### src/rtl/ad7367_responder.sv
// ad7367_responder
// Device-side emulator of the AD7367 dual 14-bit serial ADC.
// - Answers the controller's CNVST / CS / SCLK / ADDR handshake.
// - Returns BUSY plus MSB-first serial data on DOUTA / DOUTB.
// - Results come either from static channel values or from a counter pattern
//   (A = completed-conversion count, B = its complement).
// - All controller inputs are asynchronous to clk. Each one is resynchronised
//   before use, and edges are detected on the synchronised copy.

module ad7367_responder #(
  parameter int CONV_CYCLES = 125,
  parameter int DATA_W      = 14
) (
  input  logic              clk,
  input  logic              rst_n,
  input  logic              CNVST,
  input  logic              CS,
  input  logic              SCLK,
  input  logic              ADDR,
  output logic              BUSY,
  output logic              DOUTA,
  output logic              DOUTB,
  input  logic              pattern_en,
  input  logic [DATA_W-1:0] va1,
  input  logic [DATA_W-1:0] va2,
  input  logic [DATA_W-1:0] vb1,
  input  logic [DATA_W-1:0] vb2,
  output logic [15:0]       conv_count,
  output logic              overrun
);

  // Width of the readout bit counter.
  localparam int BW = $clog2(DATA_W);

  // Conversion timer reload value: BUSY stays high for CONV_CYCLES cycles.
  localparam logic [15:0] CNT_LOAD  = 16'(CONV_CYCLES - 1);
  localparam logic [BW-1:0] BIT_TOP = BW'(DATA_W - 1);

  // Main FSM encoding.
  localparam logic [0:0] ST_IDLE    = 1'b0;
  localparam logic [0:0] ST_CONVERT = 1'b1;

  // Readout FSM encoding.
  localparam logic [1:0] RD_OFF   = 2'd0;
  localparam logic [1:0] RD_SHIFT = 2'd1;
  localparam logic [1:0] RD_DONE  = 2'd2;

  // Synchroniser bit order: {CNVST, CS, SCLK, ADDR}.
  // ADDR is level-sampled only, so it has no third (edge) stage.
  logic [3:0] sync1_r;
  logic [3:0] sync2_r;
  logic [2:0] sync3_r;

  logic cnvst_fall_s;
  logic cs_fall_s;
  logic cs_rise_s;
  logic sclk_fall_s;
  logic cs_low_s;
  logic addr_sync_s;

  logic [0:0]        main_state_r;
  logic [15:0]       conv_cnt_r;
  logic              addr_lat_r;
  logic [DATA_W-1:0] result_a_r;
  logic [DATA_W-1:0] result_b_r;
  logic [DATA_W-1:0] cap_a_s;
  logic [DATA_W-1:0] cap_b_s;

  logic [1:0]        rd_state_r;
  logic [BW-1:0]     bit_cnt_r;
  // Bits below the MSB still to be shifted out; the MSB is driven directly at CS fall.
  logic [DATA_W-2:0] shift_a_r;
  logic [DATA_W-2:0] shift_b_r;

  // Two-flop synchronisers plus an edge-detect stage; lines idle high.
  always_ff @(posedge clk or negedge rst_n) begin
    if (!rst_n) begin
      sync1_r <= 4'b1111;
      sync2_r <= 4'b1111;
      sync3_r <= 3'b111;
    end else begin
      sync1_r <= {CNVST, CS, SCLK, ADDR};
      sync2_r <= sync1_r;
      sync3_r <= sync2_r[3:1];
    end
  end

  // Edge and level decode of the synchronised controller lines.
  always_comb begin
    cnvst_fall_s = sync3_r[2] & ~sync2_r[3];
    cs_fall_s    = sync3_r[1] & ~sync2_r[2];
    cs_rise_s    = ~sync3_r[1] & sync2_r[2];
    sclk_fall_s  = sync3_r[0] & ~sync2_r[1];
    cs_low_s     = ~sync2_r[2];
    addr_sync_s  = sync2_r[0];
  end

  // Value captured into the result register when a conversion completes.
  // Pattern mode uses the count before this conversion's increment.
  always_comb begin
    cap_a_s = {DATA_W{1'b0}};
    cap_b_s = {DATA_W{1'b0}};
    if (pattern_en) begin
      cap_a_s = conv_count[DATA_W-1:0];
      cap_b_s = ~conv_count[DATA_W-1:0];
    end else if (addr_lat_r) begin
      cap_a_s = va2;
      cap_b_s = vb2;
    end else begin
      cap_a_s = va1;
      cap_b_s = vb1;
    end
  end

  // Main FSM: start on CNVST fall, time BUSY, then capture and count.
  // A start that lands in CONVERT, including the completion cycle, is only flagged.
  always_ff @(posedge clk or negedge rst_n) begin
    if (!rst_n) begin
      main_state_r <= ST_IDLE;
      conv_cnt_r   <= 16'd0;
      addr_lat_r   <= 1'b0;
      result_a_r   <= {DATA_W{1'b0}};
      result_b_r   <= {DATA_W{1'b0}};
      BUSY         <= 1'b0;
      conv_count   <= 16'd0;
      overrun      <= 1'b0;
    end else begin
      case (main_state_r)
        ST_IDLE: begin
          if (cnvst_fall_s) begin
            addr_lat_r   <= addr_sync_s;
            conv_cnt_r   <= CNT_LOAD;
            BUSY         <= 1'b1;
            main_state_r <= ST_CONVERT;
          end else begin
            BUSY <= 1'b0;
          end
        end
        ST_CONVERT: begin
          if (cnvst_fall_s) begin
            overrun <= 1'b1;
          end else begin
            overrun <= overrun;
          end
          if (conv_cnt_r == 16'd0) begin
            result_a_r   <= cap_a_s;
            result_b_r   <= cap_b_s;
            BUSY         <= 1'b0;
            conv_count   <= conv_count + 16'd1;
            main_state_r <= ST_IDLE;
          end else begin
            conv_cnt_r <= conv_cnt_r - 16'd1;
          end
        end
        default: begin
          BUSY         <= 1'b0;
          main_state_r <= ST_IDLE;
        end
      endcase
    end
  end

  // Readout FSM: CS edges take priority over SCLK.
  // The result word is loaded only at CS fall, so a conversion completing
  // mid-readout leaves the word in flight untouched.
  always_ff @(posedge clk or negedge rst_n) begin
    if (!rst_n) begin
      rd_state_r <= RD_OFF;
      bit_cnt_r  <= {BW{1'b0}};
      shift_a_r  <= {(DATA_W-1){1'b0}};
      shift_b_r  <= {(DATA_W-1){1'b0}};
      DOUTA      <= 1'b0;
      DOUTB      <= 1'b0;
    end else if (cs_rise_s) begin
      rd_state_r <= RD_OFF;
      DOUTA      <= 1'b0;
      DOUTB      <= 1'b0;
    end else if (cs_fall_s) begin
      shift_a_r  <= result_a_r[DATA_W-2:0];
      shift_b_r  <= result_b_r[DATA_W-2:0];
      DOUTA      <= result_a_r[DATA_W-1];
      DOUTB      <= result_b_r[DATA_W-1];
      bit_cnt_r  <= BIT_TOP;
      rd_state_r <= RD_SHIFT;
    end else begin
      case (rd_state_r)
        RD_OFF: begin
          DOUTA <= 1'b0;
          DOUTB <= 1'b0;
        end
        RD_SHIFT: begin
          if (sclk_fall_s && cs_low_s) begin
            if (bit_cnt_r == {BW{1'b0}}) begin
              DOUTA      <= 1'b0;
              DOUTB      <= 1'b0;
              rd_state_r <= RD_DONE;
            end else begin
              bit_cnt_r <= bit_cnt_r - {{(BW-1){1'b0}}, 1'b1};
              DOUTA     <= shift_a_r[DATA_W-2];
              DOUTB     <= shift_b_r[DATA_W-2];
              shift_a_r <= {shift_a_r[DATA_W-3:0], 1'b0};
              shift_b_r <= {shift_b_r[DATA_W-3:0], 1'b0};
            end
          end else begin
            rd_state_r <= RD_SHIFT;
          end
        end
        RD_DONE: begin
          DOUTA <= 1'b0;
          DOUTB <= 1'b0;
        end
        default: begin
          rd_state_r <= RD_OFF;
          DOUTA      <= 1'b0;
          DOUTB      <= 1'b0;
        end
      endcase
    end
  end

endmodule
### config.mk
export PLATFORM = sky130hd
export DESIGN_NAME = ad7367_responder
export DESIGN_NICKNAME = d
export VERILOG_FILES = /design/src/rtl/ad7367_responder.sv
export SDC_FILE = /design/constraint.sdc
export NUM_CORES = 1
export LEC_CHECK = 0
export ABC_CLOCK_PERIOD_IN_PS = 5400
export CAP_MARGIN = 20
export CORE_ASPECT_RATIO = 0.75
export CORE_MARGIN = 4
export CORE_UTILIZATION = 55
export CTS_BUF_LIST = sky130_fd_sc_hd__clkbuf_8
export DETAILED_ROUTE_END_ITERATION = 6
export GPL_ROUTABILITY_DRIVEN = 1
export MAX_ROUTING_LAYER = met4
export PLACE_DENSITY = 0.82
export SLEW_MARGIN = 20
export SYNTH_ARGS = -nofsm -noshare
export SYNTH_HDL_FRONTEND = slang
export SYNTH_SLANG_ARGS = --single-unit
### constraint.sdc
create_clock -name clk -period 5.4 [get_ports clk]
set_input_delay 1.08 -clock clk [delete_from_list [all_inputs] [get_ports clk]]
set_output_delay 1.08 -clock clk [all_outputs]
set_load 0.02 [all_outputs]
Word-level counts from Yosys, hierarchy flattened
Cells that the tools add are included.
{ "op_classes": {"add_sub_neg": 3, "bitwise": 11, "n_mux": 39, "eq_ne": 9, "reduce_logical": 13} }
{ "ops": {"columns": ["cell", "count"], "rows": [
  ["13-bit two-way mux", 8],
  ["14-bit two-way mux", 4],
  ["16-bit two-way mux", 2],
  ["16-bit one-hot mux with 2 select lines", 1],
  ["16-bit by 1-bit adder with 16-bit output, second input constant", 1],
  ["16-bit logical NOT", 1],
  ["4-bit two-way mux", 4],
  ["16-bit by 1-bit subtractor with 16-bit output, second input constant", 1],
  ["14-bit inverter", 1],
  ["1-bit two-way mux", 13],
  ["2-bit AND reduction", 5],
  ["2-bit two-way mux", 4],
  ["2-bit != test, second input constant", 3],
  ["1-bit inverter", 6],
  ["5-bit != test, second input constant", 1],
  ["1-bit bitwise AND", 4],
  ["4-bit logical NOT", 1],
  ["4-bit != test, second input constant", 1],
  ["1-bit one-hot mux with 2 select lines", 2],
  ["2-bit one-hot mux with 2 select lines", 1],
  ["4-bit AND reduction", 1],
  ["2-bit nonzero test", 2],
  ["4-bit by 1-bit subtractor with 4-bit output, second input constant", 1],
  ["3-bit by 1-bit != test with 1-bit output, second input constant", 1],
  ["6 further kinds", 6]
]} }
{ "totals": {"register_bits": 109, "wordCells": 92} }

Logic depth before layout (Yosys ltp)
Gate-level depths: netlist of the first run.
{ "logic_depth": {"word_depth": 7, "ltp_mapped": 8} }

Worst setup path after synthesis of the first run
Ideal clock, no wire load.
{ "synth_timing": {"kind": "register to register", "start": "register bit_cnt_r[0]", "end": "register shift_b_r[10]", "required_ps": 5275, "period_less_slack_ps": 1964, "arrival_time_ps": 1839, "n_path_buf": 2, "stages_incl_launch_ff": 9, "path_slack_ps": 3436, "cell_sequence": "dfrtp_1 inv_1 ha_1 nor3b_1 nor3b_2 o21ba_2 buf_6 buf_6 mux2_2"} }
{ "synth_via": {"elab_chain_len": 3} }
{ "synth_lines": {"columns": ["element", "line_no", "source"], "rows": [
  ["from (decl)", "70", "logic [BW-1:0] bit_cnt_r;"],
  ["from (signal assigned)", "169", "bit_cnt_r <= {BW{1'b0}};"],
  ["from (signal assigned)", "198", "bit_cnt_r <= bit_cnt_r - {{(BW-1){1'b0}}, 1'b1};"],
  ["4-bit logical NOT", "193", "if (bit_cnt_r == {BW{1'b0}}) begin"],
  ["2-bit != test (no line)", null, null],
  ["4-bit AND reduction (no line)", null, null],
  ["to (signal assigned)", "171", "shift_b_r <= {(DATA_W-1){1'b0}};"],
  ["to (signal assigned)", "180", "shift_b_r <= result_b_r[DATA_W-2:0];"],
  ["to (signal assigned)", "202", "shift_b_r <= {shift_b_r[DATA_W-3:0], 1'b0};"],
  ["to (decl)", "73", "logic [DATA_W-2:0] shift_b_r;"]
]} }
Every way passes these cells.
A chain may end at the register's enable or synchronous reset.

Worst setup path in the final report of the first run
{ "layout_timing": {"start": "register conv_count[6]", "end": "output conv_count[6]"} }
{ "layout_lines": {"columns": ["element", "line_no", "source"], "rows": [
  ["from (decl)", "28", "output logic [15:0] conv_count,"],
  ["from (signal assigned)", "149", "conv_count <= conv_count + 16'd1;"]
]} }
No word-level cell between the ends.

==> summary.txt, run 1 <==
Outcome
  • Status: finished clean

Clock network
  • Clk_lat worst skew: 0.38 ns
  • Total CTS buffers: 9
  • Hold_buf cts: 0
  • CTS Sinks: 109
  • Cts repair resizes: 0
  • Htree depth: 3
  • Setup Buffers After CTS: 0
  • Clk slew on worst S/H paths: 0.10 ns
  • CTS tree: yes
  • CTS max path bufs: 2
  • Root Buffer: clkbuf_8

Global routing
  • Gr usage total: 23.0%
  • First-pass GRT wire length: 20100 um
  • Grt ovf: 0
  • Initial antenna violation count: 0
  • Pin count of the biggest net entering global routing: 67
  • Vias in the first global route: 4081

Setup path
  • CP Cell Sequence: clkdlybuf4s50_1
  • Stages on worst setup path: 1
  • R2R depth: 6
  • Crit path max-delay family: buffers and inverters
  • Critical Path AT: 1.58 ns
  • CP Launch Type: register
  • Critical Path End Type: output port
  • Worst Path Max Fanout: 7
  • Crit path buffers/inverters: 1
  • Crit-path slowest cell: clkdlybuf4s50_1
  • Setup CP Type: register to output port
  • Worst Path Required: 4.32 ns
  • Critical path's largest stage delay: 0.68 ns

Synthesis
  • Post-synth top flop: dfrtp_1
  • Synth warn: 0
  • EDFF count, synth: 0
  • Syn Nets: 549
  • Seq cells post-synth: 109
  • Mapped Area: 5460 um2
  • Synthesized area per cell: 11.3 um2
  • FFs w/ async S/R, synth: 100%
  • Yosys cell types: 57
  • Syn Inst Count: 481
  • Seq/Total Area, Yosys: 50.2%

Floorplanning
  • Core Region: 9660 um2
  • Die width: 123 um
  • Starting Density: 56.5%
  • # IOs: 83
  • Rows: 31
  • Die Height: 94.3 um
  • Die Footprint: 11600 um2

Timing
  • Final Hold Viols: 0
  • Fmax: 376 MHz
  • Min Tclk post-route: 2.66 ns
  • Tcrit/Tclk final: 49.2%
  • RSZ-0062 raised after global routing: no
  • Tightest Pin Transition: 0.839 ns
  • # setup viols final: 0
  • Fin. max-slew vios: 0
  • Slew headroom: 44.0%
  • Setup TNS Final: 0 ns
  • Hold WS: 0.362 ns
  • Clk_skew: 0.0103 ns

Place
  • Port buffer count: 82
  • Gpl congestion: 0.802
  • Inst Count DP: 673
  • Hpwl dp: 8720 um

Detailed routing
  • Pre-Repair DR Iteration Count: 5
  • Number of vias per cell: 5.86
  • Routed vias: 4040
  • Initial DRC Count: 317
  • Detail Route Antenna Nets: 0
  • DRC: 0
  • Final wirelength: 12300 um
  • Mean routed wirelength per cell: 17.9 um

Finish
  • Final core area utilization: 67.5%
  • Share of layout cells above drive strength 1: 23.2%
  • Register area: 2740 um2
  • Fillers: 685
  • Final cell count without fillers: 689
  • P&R area growth vs syn: 19.4%
  • # diodes: 0
  • Final #Nets: 620
  • Multi-input gate area: 2530 um2

Pwr
  • Leak: 2.69 nW
  • P per Cell Area: 333 nW/um2
  • Peak VDD IR: 0.000216 V

Min path
  • Worst Hold Class: register to register
  • Hold Path Cell Cnt: 0

Run
  • Max Cap Violations: 0
[final timing paths]
| check | startpoint | endpoint | slack [ns] |
|---|---|---|---|
| worst max-delay path | conv_count[6] | conv_count[6] | 2.74 |
| worst min-delay path | sync1_r[0] | sync2_r[0] | 0.36 |
| worst max register to register | bit_cnt_r[0] | shift_a_r[9] | 2.88 |
| worst min register to register | sync1_r[0] | sync2_r[0] | 0.36 |
| max in group asynchronous | rst_n | sync1_r[3] | 3.53 |
| min in group asynchronous | rst_n | shift_b_r[3] | 0.80 |
[power by group]
group	leakage (nW)	internal (W)	switching [W]
registers	1.30	0.000981	0.000136
logic	1.31	0.000334	0.000264
clock network	0.0857	0.000179	0.000277
total	2.69	0.00149	0.000677
[synth_stat cells, drive strengths merged, types with 5 or more instances]
master,number,area share (%)
inv,15,1.0
nor3b,5,0.87
buf,13,1.6
nor3,12,1.1
nand2,37,2.5
nand3,12,1.2
ha,5,1.1
o21ai,65,6.0
xnor2,6,0.96
mux2i,19,3.5
nor2,13,0.89
nor4,13,2.3
mux2,76,16
clkbuf,13,0.89
xor2,10,1.6
dfstp,11,5.3
dfrtp,98,45
[sequential cells by signal, summed over array words and instances, names as in the netlist, 2 cells and up]
register    count
conv_cnt_r     16
conv_count     16
result_a_r     14
result_b_r     14
shift_a_r      13
shift_b_r      13
bit_cnt_r       4
sync1_r         4
sync2_r         4
sync3_r         3
rd_state_r      2
[kinds of logic (layout without fill, tap and decap cells)]
family	Yosys count	after routing	synth area share [%]
and+or+nand+nor	125	125	13.7
muxes	95	95	19.2
DFF	109	109	50.2
xor gates and xnor gates	16	16	2.57
buffers and inverters	41	117	3.55
adders and majority gates	5	5	1.15
AOI/OAI and AO/OA	90	90	9.65
[per-layer routing]
layer	track usage (%)	vias to the layer above	part of all wire (%)
met5	-	-	0
met4	5.90	0	1.7
met3	6.08	17	6.4
met2	36.6	149	48
met1	29.5	1987	44
li1	-	1887	-
[layout by cell type (no fill, tap or decap), types with 5 or more instances in the layout]
cell,n
dfrtp_1,98
clkdlybuf4s50_1,80
mux2_2,76
o21ai_0,63
nand2_1,36
mux2i_1,19
inv_1,16
nor2_1,13
nor3_1,12
nand3_1,11
dfstp_2,11
xor2_1,10
clkbuf_8,10
nor4_1,9
xnor2_1,6
ha_1,5
[stage by stage]
stage | power [W] | setup WS, ns | cell area [um2]
after CTS | 0.00218 | 2.76 | 6520
after floorplan | 0.00152 | 3.44 | 5460
after detailed placement | 0.00173 | 2.36 | 6340
after global placement | 0.00169 | 2.47 | 6330
after global routing | 0.00230 | 2.69 | 6520
final | 0.00217 | 2.74 | 6520
[final cells by class]
type	count	share of cell area, %
Inverter	15	0.864
Clock inverter	6	0.614
Clock buffer	10	2.11
Sequential cell	109	42.1
Tap cell	132	2.53
Timing Repair Buffer	86	13.0
Multi-Input combinational cell	331	38.8
No activity file was read; power rests on OpenSTA's default activity.
==> run 2, diff against run 1 <==
- ABC_CLOCK_PERIOD_IN_PS: 5400 -> 2200
- CORE_UTILIZATION: 55 -> 51
- PLACE_DENSITY: 0.82 -> 0.8
- clock period: 5.4 -> 2.2 ns (I/O delays scaled with it)
==> summary.txt, run 2 (synthesis gave the netlist of run 1 again) <==
Place
  • Hpwl dp: 8980 um
  • Inst Count DP: 690
  • Gpl congestion: 0.842
  • Port buffer count: 82

Timing
  • Min Tclk post-route: 2.15 ns
  • Fin. max-slew vios: 0
  • Slew headroom: 63.2%
  • Tcrit/Tclk final: 97.8%
  • # setup viols final: 0
  • Clk_skew: 0.0102 ns
  • Tightest Pin Transition: 0.548 ns
  • Final Hold Viols: 0
  • Fmax: 465 MHz
  • Hold WS: 0.360 ns

Detailed routing
  • Number of vias per cell: 5.79
  • Initial DRC Count: 292
  • Routed vias: 4128
  • Pre-Repair DR Iteration Count: 5
  • DRC: 0
  • Detail Route Antenna Nets: 0
  • Mean routed wirelength per cell: 17.8 um
  • Final wirelength: 12700 um

Finish
  • Largest regs: conv_cnt_r (16), conv_count (16)
  • Final core area utilization: 65.2%
  • P&R area growth vs syn: 23.8%
  • Commonest cells after routing, fill and taps aside: 98 x dfrtp_1, 81 x clkdlybuf4s50_1, 76 x mux2_2, 63 x o21ai_0, 36 x nand2_1
  • # diodes: 0
  • Final cell count without fillers: 713
  • Final #Nets: 640
  • Share of layout cells above drive strength 1: 25.5%
  • Commonest non-fill, non-tap cell in the layout: dfrtp_1

Floorplanning
  • Die Footprint: 12400 um2
  • # IOs: 83
  • Rows: 32
  • Die Height: 97.6 um
  • Starting Density: 52.6%
  • Die width: 127 um
  • Core Region: 10400 um2

Setup path
  • Setup CP Type: register to register
  • Critical path's largest stage delay: 0.53 ns
  • CP Cell Sequence: nor4_2 -> nand3_4 -> nor4_1 -> xor2_1
  • Crit path max-delay family: simple AND/OR/NAND/NOR gates
  • Crit path buffers/inverters: 0
  • Worst Path Max Fanout: 23
  • R2R depth: 4
  • Critical Path End Type: register
  • Critical R2R Launch: conv_cnt_r[13]
  • Critical Path Source: conv_cnt_r[13]
  • Reg2Reg Setup Slack: 0.05 ns
  • Critical Path AT: 2.44 ns
  • Worst Path Required: 2.48 ns
  • Reg2reg end: conv_count[7]
  • Crit-path slowest cell: nor4_2
  • CP Launch Type: register

Global routing
  • Grt ovf: 0
  • Initial antenna violation count: 0
  • Gr usage total: 21.5%
  • Pin count of the biggest net entering global routing: 55
  • First-pass GRT wire length: 21100 um
  • Vias in the first global route: 4273

Clock network
  • Root Buffer: clkbuf_8
  • Clk_lat worst skew: 0.37 ns
  • Total CTS buffers: 9
  • CTS tree: yes
  • CTS max path bufs: 2
  • CTS Sinks: 109
  • Htree depth: 3
  • Clk slew on worst S/H paths: 0.10 ns

Run
  • Max Cap Violations: 0

Outcome
  • Status: finished clean

Pwr
  • Pint: 0.00390 W
  • Flop pwr share: 49.0%
  • Clock power share: 23.5%
  • Leak: 2.82 nW
  • Peak VDD IR: 0.000471 V
  • P per Cell Area: 822 nW/um2
  • Combinational group share of total power: 27.5%
  • P_sw: 0.00166 W
  • Sw frac: 29.8%

Min path
  • Hold Path Cell Cnt: 0
  • Hold Path Origin: sync1_r[1]
  • Worst Hold Class: register to register
  • Hold EP: sync2_r[1]
[run 2: cell count changes in the layout (fill, tap and decap cells not counted), moves of 2 or more]
cell        previous run  this run
buf_4                  4        21
buf_12                 0         3
clkinvlp_4             3         1
clkbuf_8              10        12
[run 2: metrics by stage]
stage	cell area, um2	total power, W	setup TNS [ns]	setup WS (ns)
5_1_grt	6760	0.00588	-0.0431	-0.0288
3_5_place_dp	6470	0.00427	0	0.0666
2_1_floorplan	5460	0.00374	0	0.236
4_1_cts	6710	0.00557	0	0.0143
6_report	6760	0.00556	0	0.0478
3_3_place_gp	6470	0.00416	0	0.214
[run 2: timing repair]
| item | 4_1_cts | 5_1_grt |
|---|---|---|
| endpoints found under the hold margin | 15 | 0 |
| buffers inserted | 0 | 6 |
| endpoints found under the setup margin | 0 | 40 |
| resized for setup | 0 | 2 |
| hold buffers | 1 | 0 |
[run 2: cell type report]
| class | count | area (um2) |
|---|---|---|
| clock buffers | 12 | 165 |
| multi-input cells | 331 | 2530 |
| fillers | 781 | 3610 |
| repair buffers | 106 | 1040 |
| clock inverters | 4 | 55.1 |
| inverters | 15 | 56.3 |
| well taps | 136 | 170 |
| flip-flops and latches | 109 | 2740 |
[run 2: worst max path at each step]
stage,cells after the start,to
2_1_floorplan,8,shift_b_r[10]
3_3_place_gp,6,conv_cnt_r[13]
3_5_place_dp,7,shift_b_r[2]
4_1_cts,4,conv_count[7]
5_1_grt,4,conv_count[7]
6_report,4,conv_count[7]
[run 2: power by group through the flow]
stage / logic [W] / clock network (W) / registers (W)
finish: 0.00153 / 0.00131 / 0.00272
global route: 0.00169 / 0.00142 / 0.00277
CTS: 0.00152 / 0.00133 / 0.00272
detailed placement: 0.00151 / 0 / 0.00276
global placement: 0.00144 / 0 / 0.00273
floorplan: 0.00108 / 0 / 0.00266
[run 2: metal layers]
| metal | global-route usage, % | share of wire (%) | wire length (um) |
|---|---|---|---|
| met4 | 5.19 | 1.6 | 204 |
| met1 | 28.3 | 42 | 5360 |
| met5 | - | 0 | 0 |
| met2 | 34.1 | 50 | 6330 |
| met3 | 4.73 | 6.1 | 769 |
